### config.mk
export PLATFORM = sky130hd
export DESIGN_NAME = tcp_listen_port_manager
export DESIGN_NICKNAME = d
export VERILOG_FILES = /design/src/rtl/tcp_listen_pkg.sv /design/src/rtl/tcp_interval_timer.sv /design/src/rtl/tcp_listen_port_manager.sv
export SDC_FILE = /design/constraint.sdc
export NUM_CORES = 1
export LEC_CHECK = 0
export ABC_AREA = 1
export BUFFER_PORTS_ARGS = -buffer_cell sky130_fd_sc_hd__buf_2
export CAP_MARGIN = 40
export CORE_UTILIZATION = 60
export DETAILED_ROUTE_END_ITERATION = 8
export PLACE_DENSITY = 0.9
export SYNTH_ARGS = -nofsm -noshare
export SYNTH_HDL_FRONTEND = slang
export SYNTH_SLANG_ARGS = --single-unit
### constraint.sdc
create_clock -name clk -period 3.8 [get_ports clk]
set_clock_uncertainty 0.15 [all_clocks]
set_input_delay 0.19 -clock clk [delete_from_list [all_inputs] [get_ports clk]]
set_output_delay 0.19 -clock clk [all_outputs]
set_load 0.005 [all_outputs]
### src/rtl/tcp_listen_pkg.sv
// Shared types and constants for the TCP listen-port manager.
package tcp_listen_pkg;

  typedef enum logic [2:0] {
    ST_IDLE,
    ST_WAIT,
    ST_REQ,
    ST_STS,
    ST_NEXT,
    ST_DONE
  } listen_state_t;

  localparam int          LISTEN_STS_OK_BIT   = 0;
  localparam logic [15:0] DEFAULT_LISTEN_PORT = 16'h0B48;

endpackage

### src/rtl/tcp_interval_timer.sv
// Loadable down-counter with a zero flag; shared by the retry interval and
// the status timeout of the listen-port manager.
module tcp_interval_timer #(
  parameter int WIDTH = 16
) (
  input  logic             clk,
  input  logic             rst,
  input  logic             load,
  input  logic [WIDTH-1:0] load_value,
  input  logic             dec,
  output logic             zero
);

  logic [WIDTH-1:0] count;

  // Load has priority; the counter parks at zero rather than wrapping.
  always_ff @(posedge clk) begin
    if (rst) begin
      count <= '0;
    end else if (load) begin
      count <= load_value;
    end else if (dec && (count != '0)) begin
      count <= count - 1'b1;
    end
  end

  assign zero = (count == '0);

endmodule

### src/rtl/tcp_listen_port_manager.sv
// Opens NUM_PORTS consecutive TOE listen ports with retries and reports
// per-port open/failed state. Optional status timeout: LISTEN_STATUS_TIMEOUT_EN.
module tcp_listen_port_manager
  import tcp_listen_pkg::*;
#(
  parameter int          NUM_PORTS      = 4,
  parameter logic [15:0] BASE_PORT      = DEFAULT_LISTEN_PORT,
  parameter int          RETRY_CYCLES   = 32768,
  parameter int          MAX_RETRIES    = 8,
  parameter int          STATUS_TIMEOUT = 4096
) (
  input  logic                 clk,
  input  logic                 rst,
  input  logic                 enable,
  output logic                 m_axis_listen_port_TVALID,
  input  logic                 m_axis_listen_port_TREADY,
  output logic [15:0]          m_axis_listen_port_TDATA,
  input  logic                 s_axis_listen_port_status_TVALID,
  output logic                 s_axis_listen_port_status_TREADY,
  input  logic [7:0]           s_axis_listen_port_status_TDATA,
  output logic [NUM_PORTS-1:0] port_open,
  output logic [NUM_PORTS-1:0] port_failed,
  output logic                 done
);

  localparam int IDX_W   = (NUM_PORTS > 1) ? $clog2(NUM_PORTS) : 1;
  localparam int ATT_W   = $clog2(MAX_RETRIES + 1);
  localparam int TMR_MAX = (RETRY_CYCLES > STATUS_TIMEOUT) ? RETRY_CYCLES : STATUS_TIMEOUT;
  localparam int TMR_W   = $clog2(TMR_MAX + 1);

  localparam logic [IDX_W-1:0] LAST_IDX   = IDX_W'(NUM_PORTS - 1);
  localparam logic [ATT_W-1:0] ATT_LIMIT  = ATT_W'(MAX_RETRIES);
  localparam logic [TMR_W-1:0] RETRY_LOAD = TMR_W'(RETRY_CYCLES);
`ifdef LISTEN_STATUS_TIMEOUT_EN
  localparam logic [TMR_W-1:0] STS_LOAD   = TMR_W'(STATUS_TIMEOUT);
`endif

  listen_state_t        state, state_nx;
  logic [IDX_W-1:0]     idx, idx_nx;
  logic [ATT_W-1:0]     attempts, attempts_nx;
  logic                 tvalid_nx;
  logic [15:0]          tdata_nx;
  logic [NUM_PORTS-1:0] open_nx, failed_nx, port_bit;
  logic                 done_nx;
  logic                 timer_load, timer_dec, timer_zero;
  logic [TMR_W-1:0]     timer_value;
  logic                 sts_ok, sts_fail;
  logic                 unused_sts;

  assign s_axis_listen_port_status_TREADY = 1'b1;
  assign sts_ok     = s_axis_listen_port_status_TDATA[LISTEN_STS_OK_BIT];
  assign unused_sts = ^s_axis_listen_port_status_TDATA;
  assign port_bit   = NUM_PORTS'(1) << idx;

  tcp_interval_timer #(.WIDTH(TMR_W)) u_timer (
    .clk        (clk),
    .rst        (rst),
    .load       (timer_load),
    .load_value (timer_value),
    .dec        (timer_dec),
    .zero       (timer_zero)
  );

  always_ff @(posedge clk) begin
    if (rst) begin
      state                     <= ST_IDLE;
      idx                       <= '0;
      attempts                  <= '0;
      m_axis_listen_port_TVALID <= 1'b0;
      m_axis_listen_port_TDATA  <= '0;
      port_open                 <= '0;
      port_failed               <= '0;
      done                      <= 1'b0;
    end else begin
      state                     <= state_nx;
      idx                       <= idx_nx;
      attempts                  <= attempts_nx;
      m_axis_listen_port_TVALID <= tvalid_nx;
      m_axis_listen_port_TDATA  <= tdata_nx;
      port_open                 <= open_nx;
      port_failed               <= failed_nx;
      done                      <= done_nx;
    end
  end

  // TVALID/TDATA are computed on the transition into REQ so they leave the
  // block straight from flops and stay frozen until the handshake.
  always_comb begin
    state_nx    = state;
    idx_nx      = idx;
    attempts_nx = attempts;
    tvalid_nx   = m_axis_listen_port_TVALID;
    tdata_nx    = m_axis_listen_port_TDATA;
    open_nx     = port_open;
    failed_nx   = port_failed;
    done_nx     = done;
    timer_load  = 1'b0;
    timer_value = RETRY_LOAD;
    timer_dec   = 1'b0;
    sts_fail    = 1'b0;

    case (state)
      ST_IDLE: begin
        if (enable) begin
          timer_load  = 1'b1;
          idx_nx      = '0;
          attempts_nx = '0;
          state_nx    = ST_WAIT;
        end
      end
      ST_WAIT: begin
        if (timer_zero) begin
          tvalid_nx = 1'b1;
          tdata_nx  = BASE_PORT + 16'(idx);
          state_nx  = ST_REQ;
        end else begin
          timer_dec = 1'b1;
        end
      end
      ST_REQ: begin
        if (m_axis_listen_port_TREADY) begin
          tvalid_nx   = 1'b0;
          attempts_nx = attempts + 1'b1;
          state_nx    = ST_STS;
`ifdef LISTEN_STATUS_TIMEOUT_EN
          timer_load  = 1'b1;
          timer_value = STS_LOAD;
`endif
        end
      end
      ST_STS: begin
        // A status beat outranks a timeout expiring in the same cycle.
        if (s_axis_listen_port_status_TVALID) begin
          if (sts_ok) begin
            open_nx  = port_open | port_bit;
            state_nx = ST_NEXT;
          end else begin
            sts_fail = 1'b1;
          end
        end
`ifdef LISTEN_STATUS_TIMEOUT_EN
        else if (timer_zero) begin
          sts_fail = 1'b1;
        end else begin
          timer_dec = 1'b1;
        end
`endif
        if (sts_fail) begin
          if (attempts < ATT_LIMIT) begin
            timer_load = 1'b1;
            state_nx   = ST_WAIT;
          end else begin
            failed_nx = port_failed | port_bit;
            state_nx  = ST_NEXT;
          end
        end
      end
      ST_NEXT: begin
        attempts_nx = '0;
        if (idx == LAST_IDX) begin
          done_nx  = 1'b1;
          state_nx = ST_DONE;
        end else begin
          idx_nx    = idx + 1'b1;
          tvalid_nx = 1'b1;
          tdata_nx  = BASE_PORT + 16'(idx + 1'b1);
          state_nx  = ST_REQ;
        end
      end
      ST_DONE: begin
        state_nx = ST_DONE;
      end
      default: begin
        state_nx = ST_IDLE;
      end
    endcase
  end

endmodule

==> flow_metrics.py <==
metrics = {
    "worst_setup_path": {
        "cp.arrival_ns": 1.81,
        "worstSetupEndpointType": "flip-flop",
        "critPathMaxFanout": 17,
        "startpoint_type": "flip-flop",
        "required_ns": 3.86,
        "path_class": "reg -> reg",
        "worstReg2RegStart": "u_timer.count[0]$_SDFFE_PP0P_",
        "cp-startpoint": "u_timer.count[0]$_SDFFE_PP0P_",
    },
    "cells_and_area": {
        "final_cell_mix": "nand2_1 (72), dfxtp_1 (39), inv_1 (36)",
        "syn_to_final_growth_pct": 6.41,
        "stdcell_count": 376,
        "layout.nets": 351,
        "fin_area_um2": 2390,
        "layout-drive-gt1-share_pct": 20.6,
        "fillCellCount": 293,
        "diodes": 0,
        "layout_commonest_cell": "nand2_1",
    },
    "clock_network": {
        "tritoncts": "done",
        "clkLatencyLatePin_ns": 0.29,
        "hold_buffers": 0,
        "cts_sinks": 39,
        "clock_path_buffers": 2,
        "htreeDepth": 2,
        "cts_resized": 0,
        "root_buffer": "clkbuf_8",
        "post_cts_buffers": 0,
        "clk_pin_slew_ns": 0.07,
        "cts_buffers": 5,
    },
    "grt": {
        "grt_pass1_wl_um": 7340,
        "antenna_found_initial": 0,
        "grt_max_degree": 20,
        "globalRouteTotalUtil_pct": 22.9,
        "grt.overflow.total": 0,
        "grt_pass1_vias": 1739,
    },
    "placed_design": {
        "place_inst": 369,
        "port_buffers": 23,
        "post_dp_cell_area_um2": 2300,
        "dp_hpwl_um": 3110,
        "place_congestion": 0.823,
    },
    "synthesis": {
        "ys.flop_type": "dfxtp_1",
        "synth_edf_count": 0,
        "syn_avg_cell_area_um2": 7.22,
        "ys_warn_count": 0,
        "synth_cell_types": 35,
        "synth_cells": 311,
        "synth_area_um2": 2250,
        "seq_area_frac_synth_pct": 34.8,
        "async_flop_share_pct": 0,
        "ys_seq_elements": 39,
    },
    "job": {
        "maxCapViolCount": 0,
    },
    "die": {
        "initial_core_util_pct": 64.8,
        "io_pins": 40,
        "core-area_um2": 3470,
        "die_h_um": 63.2,
        "dieArea_um2": 3990,
        "rows": 21,
        "fp.dieW_um": 63.2,
    },
    "min_path": {
        "min_path_type": "in -> reg",
        "min_from": "m_axis_listen_port_TREADY",
    },
    "timing": {
        "rsz0062_at_grt": "no",
        "fmax_mhz": 572,
        "finalMaxSlewViolations": 0,
        "hold_viol": 0,
        "setup_viol": 0,
        "finalCritPeriodShare_pct": 46.0,
        "holdWs_ns": 0.0707,
        "tightest_slew_ns": 0.514,
        "setup_tns_ns": 0,
        "relSlewSlack_pct": 65.4,
        "min_period_ns": 1.75,
    },
    "drt": {
        "vias_per_cell": 5.04,
        "routedWlPerCell_um": 11.1,
        "routed_wirelength_um": 4180,
        "drt-initial-drc-count": 109,
        "drtAntennaViolNets": 0,
        "dr.pass1.iters": 4,
        "drc": 0,
        "vias": 1894,
    },
    "pwr": {
        "p_leak_uw": 0.00107,
        "seq_power_share_pct": 27.5,
        "intPower_uw": 1090,
        "power_switching_uw": 1030,
        "swShare_pct": 48.5,
        "ir_drop_mv": 0.517,
        "comb_power_share_pct": 59.3,
        "p_per_area_nw_per_um2": 890,
        "p_clk_share_pct": 13.2,
    },
    "run_status": {
        "status": "complete, no violations",
    },
}
## synth_stat cells (3+ instances only)
library cell  count  area (µm²)
a21oi_2           7        61.3
dfxtp_1          39         781
o21ai_0           5        25.0
nor2_2            7        43.8
ha_1              8         100
buf_4            13        97.6
nand2_2           6        37.5
inv_1            36         135
o21ai_1           4        20.0
nand3_1          13        65.1
nand3b_1          3        22.5
xnor2_1           5        43.8
a21oi_1          22         110
nor2_4            3        33.8
nand2_1          72         270
nor3_1            6        30.0
nor2_1           34         128
inv_2             6        22.5
## cell type report
type	instances	area (µm²)	share of cell area (%)
inverters	42	158	6.60
repair buffers	23	115	4.82
multi-input cells	219	1190	49.8
clock inverters	1	5.00	0.209
flip-flops and latches	39	781	32.7
well taps	46	57.6	2.41
clock buffers	6	82.6	3.46
## registers in the layout, indices dropped and copies added, names as in the netlist
signal and count:
m_axis_listen_port_TVALID 1, port_open 4, m_axis_listen_port_TDATA 4, u_timer.count 16
state 3, port_failed 4, attempts 4, idx 2
done 1
## cells by family after synthesis
group / count (synthesis) / synth area share [%]
xor+xnor: 6 / 2.34
simple gates: 155 / 33.7
buf+inv: 60 / 13.4
fa+ha+maj: 8 / 4.46
flops: 39 / 34.8
compound gates: 41 / 11.0
other cells: 2 / 0.334
## metal layers
metal / track usage, % / share of wire [%]
met1: 27.9 / 47
met5: 0 / 0
met2: 39.4 / 48
met3: 5.62 / 4.4
met4: 7.10 / 0.77
## power groups by stage
stage	registers (µW)	clock network, µW	logic, µW
6_report	584	281	1260
5_1_grt	598	304	1410
4_1_cts	582	281	1260
3_5_place_dp	590	0	1250
3_3_place_gp	587	0	1200
2_1_floorplan	574	0	1120
## per-stage QoR
step / setup slack, ns / util, % / power [µW]
after floorplan: 2.31 / - / 1690
after global placement: 2.13 / 66.4 / 1790
after detailed placement: 2.08 / 66.4 / 1840
after CTS: 2.06 / 68.9 / 2120
after global routing: 1.91 / 68.9 / 2320
final: 2.05 / 68.9 / 2130
## critical path, stage by stage, from the launching register on
cell,delay [ns]
dfxtp_1,0.35
inv_1,0.09
ha_1,0.20
nand2_1,0.11
nor2_4,0.07
a21oi_4,0.39
nand4_1,0.13
a21oi_1,0.17
## path summary, 6_finish.rpt
kind | to | slack, ns | cells past startpoint
min reg2reg | m_axis_listen_port_TDATA[2]$_SDFFE_PP0P_ | 0.29 | 2
max | u_timer.count[7]$_SDFFE_PP0P_ | 2.05 | 7
max reg2reg | u_timer.count[7]$_SDFFE_PP0P_ | 2.05 | 7
min | m_axis_listen_port_TVALID$_SDFFE_PP0P_ | 0.07 | 4
Power figures use the tool's default switching activity.
